**src/rtl/hazard_stall_ctrl.sv**
```systemverilog
// rtl/hazard_stall_ctrl.sv - load-use / branch-flush / memory-freeze pipeline sequencing controller
// Optional performance counters enabled by defining HAZARD_PERF_EN.
module hazard_stall_ctrl #(
  parameter int LU_BUBBLES  = 1,
  parameter int MEM_TIMEOUT = 255,
  parameter int PERF_W      = 32
) (
  input  logic              clk,
  input  logic              rst_n,
  input  logic [4:0]        if_id_rs,
  input  logic [4:0]        if_id_rt,
  input  logic [4:0]        id_ex_rt,
  input  logic              id_ex_mem_read,
  input  logic              ex_branch_taken,
  input  logic              mem_req,
  input  logic              mem_ready,
  output logic              pc_write,
  output logic              if_id_write,
  output logic              id_ex_bubble,
  output logic              if_id_flush,
  output logic              pipe_hold,
  output logic              mem_timeout_err,
  output logic [1:0]        ctrl_state,
  output logic [PERF_W-1:0] stall_cycles,
  output logic [PERF_W-1:0] flush_count
);

  localparam logic [1:0] ST_RUN      = 2'd0;
  localparam logic [1:0] ST_LU_STALL = 2'd1;
  localparam logic [1:0] ST_MEM_WAIT = 2'd2;

  logic [1:0] state, state_nxt;
  logic [2:0] bub_cnt, bub_cnt_nxt;
  logic [7:0] wait_cnt, wait_cnt_nxt;
  logic       err, err_nxt;
  logic       lu, mw;
  logic       pc_w, ifid_w, bub, flush, hold;

  assign lu = id_ex_mem_read && (id_ex_rt != 5'd0) &&
              ((id_ex_rt == if_id_rs) || (id_ex_rt == if_id_rt));
  assign mw = mem_req && !mem_ready;

  always_comb begin
    state_nxt    = state;
    bub_cnt_nxt  = bub_cnt;
    wait_cnt_nxt = wait_cnt;
    err_nxt      = err;
    pc_w         = 1'b1;
    ifid_w       = 1'b1;
    bub          = 1'b0;
    flush        = 1'b0;
    hold         = 1'b0;
    case (state)
      ST_MEM_WAIT: begin
        // Branch resolution is deliberately ignored here: the branch stays in EX until the freeze ends.
        pc_w   = 1'b0;
        ifid_w = 1'b0;
        hold   = 1'b1;
        if (mem_ready) begin
          state_nxt = ST_RUN;
        end else if (wait_cnt == 8'(MEM_TIMEOUT)) begin
          err_nxt   = 1'b1;
          state_nxt = ST_RUN;
        end else begin
          wait_cnt_nxt = wait_cnt + 8'd1;
        end
      end
      default: begin
        state_nxt = (state == ST_LU_STALL) ? ST_LU_STALL : ST_RUN;
        if (mw) begin
          pc_w         = 1'b0;
          ifid_w       = 1'b0;
          hold         = 1'b1;
          state_nxt    = ST_MEM_WAIT;
          wait_cnt_nxt = 8'd1;
          bub_cnt_nxt  = 3'd0;
        end else if (ex_branch_taken) begin
          flush       = 1'b1;
          bub         = 1'b1;
          ifid_w      = 1'b0;
          state_nxt   = ST_RUN;
          bub_cnt_nxt = 3'd0;
        end else if ((state == ST_LU_STALL) || lu) begin
          pc_w   = 1'b0;
          ifid_w = 1'b0;
          bub    = 1'b1;
          if (state == ST_LU_STALL) begin
            bub_cnt_nxt = bub_cnt - 3'd1;
            if (bub_cnt == 3'd1) state_nxt = ST_RUN;
          end else if (LU_BUBBLES > 1) begin
            state_nxt   = ST_LU_STALL;
            bub_cnt_nxt = 3'(LU_BUBBLES - 1);
          end
        end
      end
    endcase
  end

  always_ff @(posedge clk or negedge rst_n) begin
    if (!rst_n) begin
      state    <= ST_RUN;
      bub_cnt  <= 3'd0;
      wait_cnt <= 8'd0;
      err      <= 1'b0;
    end else begin
      state    <= state_nxt;
      bub_cnt  <= bub_cnt_nxt;
      wait_cnt <= wait_cnt_nxt;
      err      <= err_nxt;
    end
  end

  // Reset forces a safe "insert NOP, advance nothing" output pattern regardless of inputs.
  assign pc_write        = rst_n & pc_w;
  assign if_id_write     = rst_n & ifid_w;
  assign id_ex_bubble    = ~rst_n | bub;
  assign if_id_flush     = rst_n & flush;
  assign pipe_hold       = rst_n & hold;
  assign mem_timeout_err = err;
  assign ctrl_state      = state;

`ifdef HAZARD_PERF_EN
  logic [PERF_W-1:0] stall_q, flush_q;

  always_ff @(posedge clk or negedge rst_n) begin
    if (!rst_n) begin
      stall_q <= '0;
      flush_q <= '0;
    end else begin
      if (!pc_w && (stall_q != {PERF_W{1'b1}})) stall_q <= stall_q + PERF_W'(1);
      if (flush && (flush_q != {PERF_W{1'b1}})) flush_q <= flush_q + PERF_W'(1);
    end
  end

  assign stall_cycles = stall_q;
  assign flush_count  = flush_q;
`else
  assign stall_cycles = '0;
  assign flush_count  = '0;
`endif

endmodule

```
**config.mk**
```make
export PLATFORM = sky130hd
export DESIGN_NAME = hazard_stall_ctrl
export DESIGN_NICKNAME = d
export VERILOG_FILES = /design/src/rtl/hazard_stall_ctrl.sv
export SDC_FILE = /design/constraint.sdc
export NUM_CORES = 1
export LEC_CHECK = 0
export ABC_CLOCK_PERIOD_IN_PS = 1750
export CORE_MARGIN = 1.5
export CORE_UTILIZATION = 30
export CTS_CLUSTER_DIAMETER = 120
export CTS_CLUSTER_SIZE = 12
export DETAILED_ROUTE_END_ITERATION = 10
export GPL_TIMING_DRIVEN = 0
export PLACE_DENSITY_LB_ADDON = 0.2
export SETUP_SLACK_MARGIN = 0.1
export SLEW_MARGIN = 10
export SYNTH_ARGS = -nofsm -noshare
export SYNTH_HDL_FRONTEND = slang
export SYNTH_SLANG_ARGS = --single-unit
```
**constraint.sdc**
```tcl
create_clock -name clk -period 1.75 [get_ports clk]
set_input_delay 0.35 -clock clk [delete_from_list [all_inputs] [get_ports clk]]
set_output_delay 0.35 -clock clk [all_outputs]
set_load 0.02 [all_outputs]
```
# ---- Word level (Yosys, flattened, before mapping)
# Cells that the tools add are included.
dict set report word_totals {
  memories 0
  inputBits 21
  ram_bits 0
  wordCells 69
  out_inout_bits 72
  latchBits 0
  reg_bits 14
  romBits 0
}
dict set report classes {
  n_addsub 2
  n_mul 0
  n_lt_le_gt_ge 0
  n_div 0
  n_bitwise 8
  n_mux 33
  shift 0
  n_reduce_logical 13
  n_eq_ne 9
}
# cell n
set op_table {}
lappend op_table {{8-bit 2-to-1 mux} 4}
lappend op_table {{1-bit 2-to-1 mux} 21}
lappend op_table {{3-bit 2-to-1 mux} 4}
lappend op_table {{5-bit == test} 2}
lappend op_table {{3-bit AND reduction} 3}
lappend op_table {{8-bit by 1-bit adder with 8-bit output (second input constant)} 1}
lappend op_table {{8-bit == test (second input constant)} 1}
lappend op_table {{2-bit 2-to-1 mux} 4}
lappend op_table {{3-bit nonzero test} 2}
lappend op_table {{5-bit nonzero test} 1}
lappend op_table {{1-bit bitwise AND} 4}
lappend op_table {{2-bit != test (second input constant)} 2}
lappend op_table {{3-bit by 1-bit == test with 1-bit output (second input constant)} 1}
lappend op_table {{1-bit logical AND} 3}
lappend op_table {{3-bit != test (second input constant)} 1}
lappend op_table {{1-bit NOT} 3}
lappend op_table {{3-bit by 1-bit subtractor with 3-bit output (second input constant)} 1}
lappend op_table {{2-bit by 1-bit == test with 1-bit output (second input constant)} 1}
lappend op_table {{2-bit == test (second input constant)} 1}
lappend op_table {{1-bit logical OR} 2}
lappend op_table {{2-bit nonzero test} 1}
lappend op_table {{1-bit logical NOT} 1}
lappend op_table {{1-bit bitwise OR} 1}

# ---- Depth between registers and ports, before layout
dict set report depth {
  word_depth 9
  mapped_depth 5
  mapped_depth_nobuf 5
}

# ---- Worst setup path before layout
# No wires, ideal clock.
dict set report synth_path {
  path_kind {register to output}
  startpoint {register state[0] (netlist: ctrl_state[0])}
  endpoint {output port pc_write}
  setup_slack_ps -187
  stages_incl_launch_ff 5
  required_ps 1400
  t_arrival_ps 1587
  n_path_buf 0
  path_cell_list {dfrtp_1 > and2b_2 > nor3b_1 > o21ai_0 > a31oi_1}
}
dict set report synth_via {
  elab_chain_len 7
  elab_cells_between_ends 8
}
# item line
set synth_lines {}
lappend synth_lines {{from (decl)} 32} ;# logic [1:0] state, state_nxt;
lappend synth_lines {{from (signal assigned)} 106} ;# state <= state_nxt;
lappend synth_lines {{2-bit by 1-bit == test with 1-bit output} 83} ;# end else if ((state == ST_LU_STALL) || lu) begin
lappend synth_lines {{1-bit logical OR} 83}
lappend synth_lines {{1-bit 2-to-1 mux} 83}
lappend synth_lines {{1-bit 2-to-1 mux} 77} ;# end else if (ex_branch_taken) begin
lappend synth_lines {{1-bit 2-to-1 mux} 70} ;# if (mw) begin
lappend synth_lines {{1-bit 2-to-1 mux (*)} 53} ;# case (state)
lappend synth_lines {{1-bit bitwise AND (*)} 114} ;# assign pc_write = rst_n & pc_w;
lappend synth_lines {{to (decl)} 17} ;# output logic pc_write,
# Mark *: on every way between the ends. The rest lies on a longest branch, timed or not.

# ---- Final worst setup path
dict set report layout_path {
  startpoint {input port id_ex_rt[4]}
  endpoint {output port id_ex_bubble}
}
dict set report layout_via {
  elab_chain_len 9
  elab_cells_between_ends 12
}
# item line
set layout_lines {}
lappend layout_lines {{from (decl)} 12} ;# input logic [4:0] id_ex_rt,
lappend layout_lines {{5-bit == test / 5-bit nonzero test (equally long branches)} {40, 39}}
lappend layout_lines {{1-bit logical OR / 1-bit logical AND (equally long branches)} {40, 39}}
lappend layout_lines {{1-bit logical AND (*)} 39} ;# assign lu = id_ex_mem_read && (id_ex_rt != 5'd0) &&
lappend layout_lines {{1-bit logical OR (*)} 83}
lappend layout_lines {{1-bit 2-to-1 mux (*)} 83}
lappend layout_lines {{1-bit 2-to-1 mux (*)} 77}
lappend layout_lines {{1-bit 2-to-1 mux (*)} 70}
lappend layout_lines {{1-bit 2-to-1 mux (*)} 53}
lappend layout_lines {{1-bit bitwise OR (*)} 116} ;# assign id_ex_bubble = ~rst_n | bub;
lappend layout_lines {{to (decl)} 19} ;# output logic id_ex_bubble,
# Marked as above.

==> summary.md <==
| Metric | Value |
|---|---|
| Status | `finished, violations left` |
| Violated checks | `setup timing` |
| Final Power | `1.13 mW` |
| Initial Util | `31.2%` |
| Top FF cell, synth | `dfrtp_1` |
| Cells after DPL | `329` |
| DR vias/cell | `3.62` |
| First-pass GRT wire length | `4290 um` |
| Part of the power in registers | `33.0%` |
| RSZ-0062 raised after global routing | `true` |
| Antenna-violating nets left | `0` |
| Grt total ovfl | `0` |
| Met3 Wirelength | `253 um` |
| Final core area utilization | `47.9%` |
| Layout cells sized above 1 | `39.5%` |
| CTS tree | `yes` |
| Final wirelength | `2890 um` |
| Bufs on Longest Clock Path | `2` |
| M1 wire length | `1240 um` |
| Routed vias | `1241` |
| Critical path class | `in2out` |
| Buf/Inv on CP | `2` |
| Syn-to-layout area delta | `53.8%` |
| Worst Skew | `0.885 ps` |
| Max stage delay on crit path | `520 ps` |
| Routability Congestion | `0.733` |
| H-tree depth | `1` |
| Worst IR drop on VDD | `0.280 mV` |
| Worst-path maximum fanout | `3` |
| Clock latency on the worst-skew pair | `240 ps` |
| Final period utilization | `112%` |
| Cts bufs inserted | `3` |
| Post-cts hold buffer count | `0` |
| I/O pin count | `93` |
| Total die area | `0.00533 mm^2` |
| Synth warn | `0` |
| Avg Cell Area, Syn | `8.60 um^2` |
| Crit-path slowest cell | `or4_4` |
| Delay-heaviest family, CP | `simple AND/OR/NAND/NOR gates` |
| GRT Util Overall | `10.2%` |
| Seq cells post-synth | `14` |
| Cells along the critical path | `buf_6 -> or4_4 -> o21a_4 -> o21bai_1 -> o21ba_4 -> buf_6` |
| Async S/R FF share, synth | `100%` |
| Highest routed metal layer | `met4` |
| Non-filler cells, final | `343` |
| Hold Path Class | `in2async` |
| # diodes | `0` |
| Die Span Y | `73.0 um` |
| Pwr dens | `500 mW/mm^2` |
| Largest net degree at the start of global routing | `18` |
| Net Sw Frac | `35.1%` |
| Int Power | `0.735 mW` |
| Layout Nets | `302` |
| DR iter-0 viols | `54` |
| Root Buffer | `clkbuf_8` |
| WP data required | `1400 ps` |
| Initial antenna violation count | `0` |
| Setup TNS | `-362 ps` |
| Max Slew Vio Count | `0` |
| Post-synthesis sequential area ratio | `23.8%` |
| Synth unique cells | `45` |
| # clock sinks | `14` |
| Hold Vio Cnt, Final | `0` |
| Critical Path Source Type | `input pin` |
| Max Freq | `509 MHz` |
| CP dominant cell by count | `buf_6` |
| Final min period | `1960 ps` |
| Remaining DRCs | `0` |
| Switching power | `0.397 mW` |
| Die Span X | `73.0 um` |
| Post-synth EDFFs | `0` |
| Power share of the clock group | `23.4%` |
| Placed wire-length estimate | `2280 um` |
| CP Capture Type | `output pin` |
| Post-synthesis cell count | `171` |
| Critical path arrival | `1610 ps` |
| Number of max-cap violations | `0` |
| Final setup margin | `-214 ps` |
| LEAKAGE | `1.24 nW` |
| Wire per inst | `8.42 um` |
| Core area | `0.00472 mm^2` |
| 1st-pass router iterations | `4` |
| Synthesized area | `0.00147 mm^2` |
| Vias in the first global route | `1014` |
| # rows | `25` |
| Met2 WL | `1380 um` |
| CTS clk-pin slew, worst paths | `60 ps` |
| Setup-failing EPs final | `3` |
| Comb power frac | `43.6%` |
| I/O Buffers | `28` |
-- state kept, by name (all words and copies together), names as in the netlist --
signal	cells
bub_cnt	3
wait_cnt	8
ctrl_state	2
mem_timeout_err	1
-- cell type report --
type                       count  area [um^2]
sequential                    14          353
timing repair buffer          39          345
fill                         474         2460
buffer                        65          494
tap                           67         83.8
multi-input combinational    149          923
clock buffer                   3         41.3
inverter                       6         22.5
-- synth_stat cells, types with 2 or more instances --
cell / n / area share, %
o22ai_1: 2 / 0.85
xnor2_1: 11 / 6.5
nand2_1: 11 / 2.8
nand2b_1: 3 / 1.3
and2_1: 2 / 0.85
mux2i_1: 3 / 2.0
nor2b_1: 3 / 1.3
inv_1: 6 / 1.5
o21ai_0: 5 / 1.7
nor2_1: 3 / 0.77
nand3_1: 4 / 1.4
nor3_1: 2 / 0.68
ha_1: 3 / 2.6
buf_4: 64 / 33
dfrtp_1: 14 / 24
o21a_1: 2 / 1.0
a21oi_1: 5 / 1.7
-- worst register-to-register path: cells and delay by family, from the launching register on --
family / cells / cell delay, ps
flip-flops: 1 / 400
AO/OA/AOI/OAI: 1 / 220
adder cells (fa/ha/maj): 1 / 210
AND/OR/NAND/NOR: 3 / 550
buffers and inverters: 1 / 140
-- final timing paths --
check	from	to	slack [ps]	cells after the start
setup reg to reg	wait_cnt[0]$_DFFE_PN0P_	wait_cnt[2]$_DFFE_PN0P_	140	6
hold / removal	rst_n	bub_cnt[2]$_DFFE_PN0P_	30	1
min in group clk	mem_timeout_err$_DFFE_PN0P_	mem_timeout_err$_DFFE_PN0P_	460	1
max in group asynchronous	rst_n	ctrl_state[1]$_DFFE_PN0P_	1420	1
hold reg to reg	mem_timeout_err$_DFFE_PN0P_	mem_timeout_err$_DFFE_PN0P_	460	1
setup / recovery	id_ex_rt[4]	id_ex_bubble	-210	6
-- what timing repair did --
item,in CTS,in global routing
hold endpoints to repair,0,0
resized for setup,69,10
setup endpoints to repair,13,9
pin swaps,13,12
buffers inserted,7,4
-- logic make-up (layout without fill, tap and decap cells) --
family	count (synthesis)	count (layout)	share of synthesized area, %
adders and majority gates	3	3	2.55
other	1	64	0.255
muxes	3	3	2.04
DFF	14	14	23.8
buffers and inverters	71	113	34.4
AOI/OAI and AO/OA	28	28	13.2
xor gates and xnor gates	11	11	6.55
and+or+nand+nor	40	40	17.2
-- layout by cell type, fill, tap and decap left out, drive strengths merged, types with 4 or more instances in the layout --
| cell type | synthesis | layout |
|---|---|---|
| a21oi | 5 | 5 |
| buf | 64 | 85 |
| clkbuf | 1 | 5 |
| clkdlybuf4s50 | 0 | 5 |
| conb | 1 | 64 |
| dfrtp | 14 | 14 |
| dlygate4sd2 | 0 | 7 |
| dlymetal6s2s | 0 | 5 |
| inv | 6 | 6 |
| nand2 | 11 | 11 |
| nand2b | 4 | 4 |
| nand3 | 5 | 5 |
| o21ai | 6 | 6 |
| xnor2 | 11 | 11 |
-- metrics by stage --
step	cell area [um^2]	worst slack (ps)	hold slack, ps
3_3_place_gp	2100	-1230	445
5_1_grt	2260	-238	48.7
4_1_cts	2210	-238	33.1
2_1_floorplan	1740	8.84	54.4
6_report	2260	-214	25.2
3_5_place_dp	2100	-1260	452
-- per-layer routing --
metal | vias to the layer above | global-route usage [%]
met5 | - | 0
met3 | 2 | 3.45
met2 | 49 | 18.8
met1 | 531 | 11.7
li1 | 659 | -
met4 | 0 | 1.26
-- power groups by stage --
stage	registers (mW)	clock network [mW]	logic, mW
global route	0.376	0.290	0.533
floorplan	0.374	0	0.353
finish	0.373	0.265	0.493
global placement	0.377	0	0.453
detailed placement	0.378	0	0.453
CTS	0.374	0.276	0.468
No activity file was read; power rests on OpenSTA's default activity.
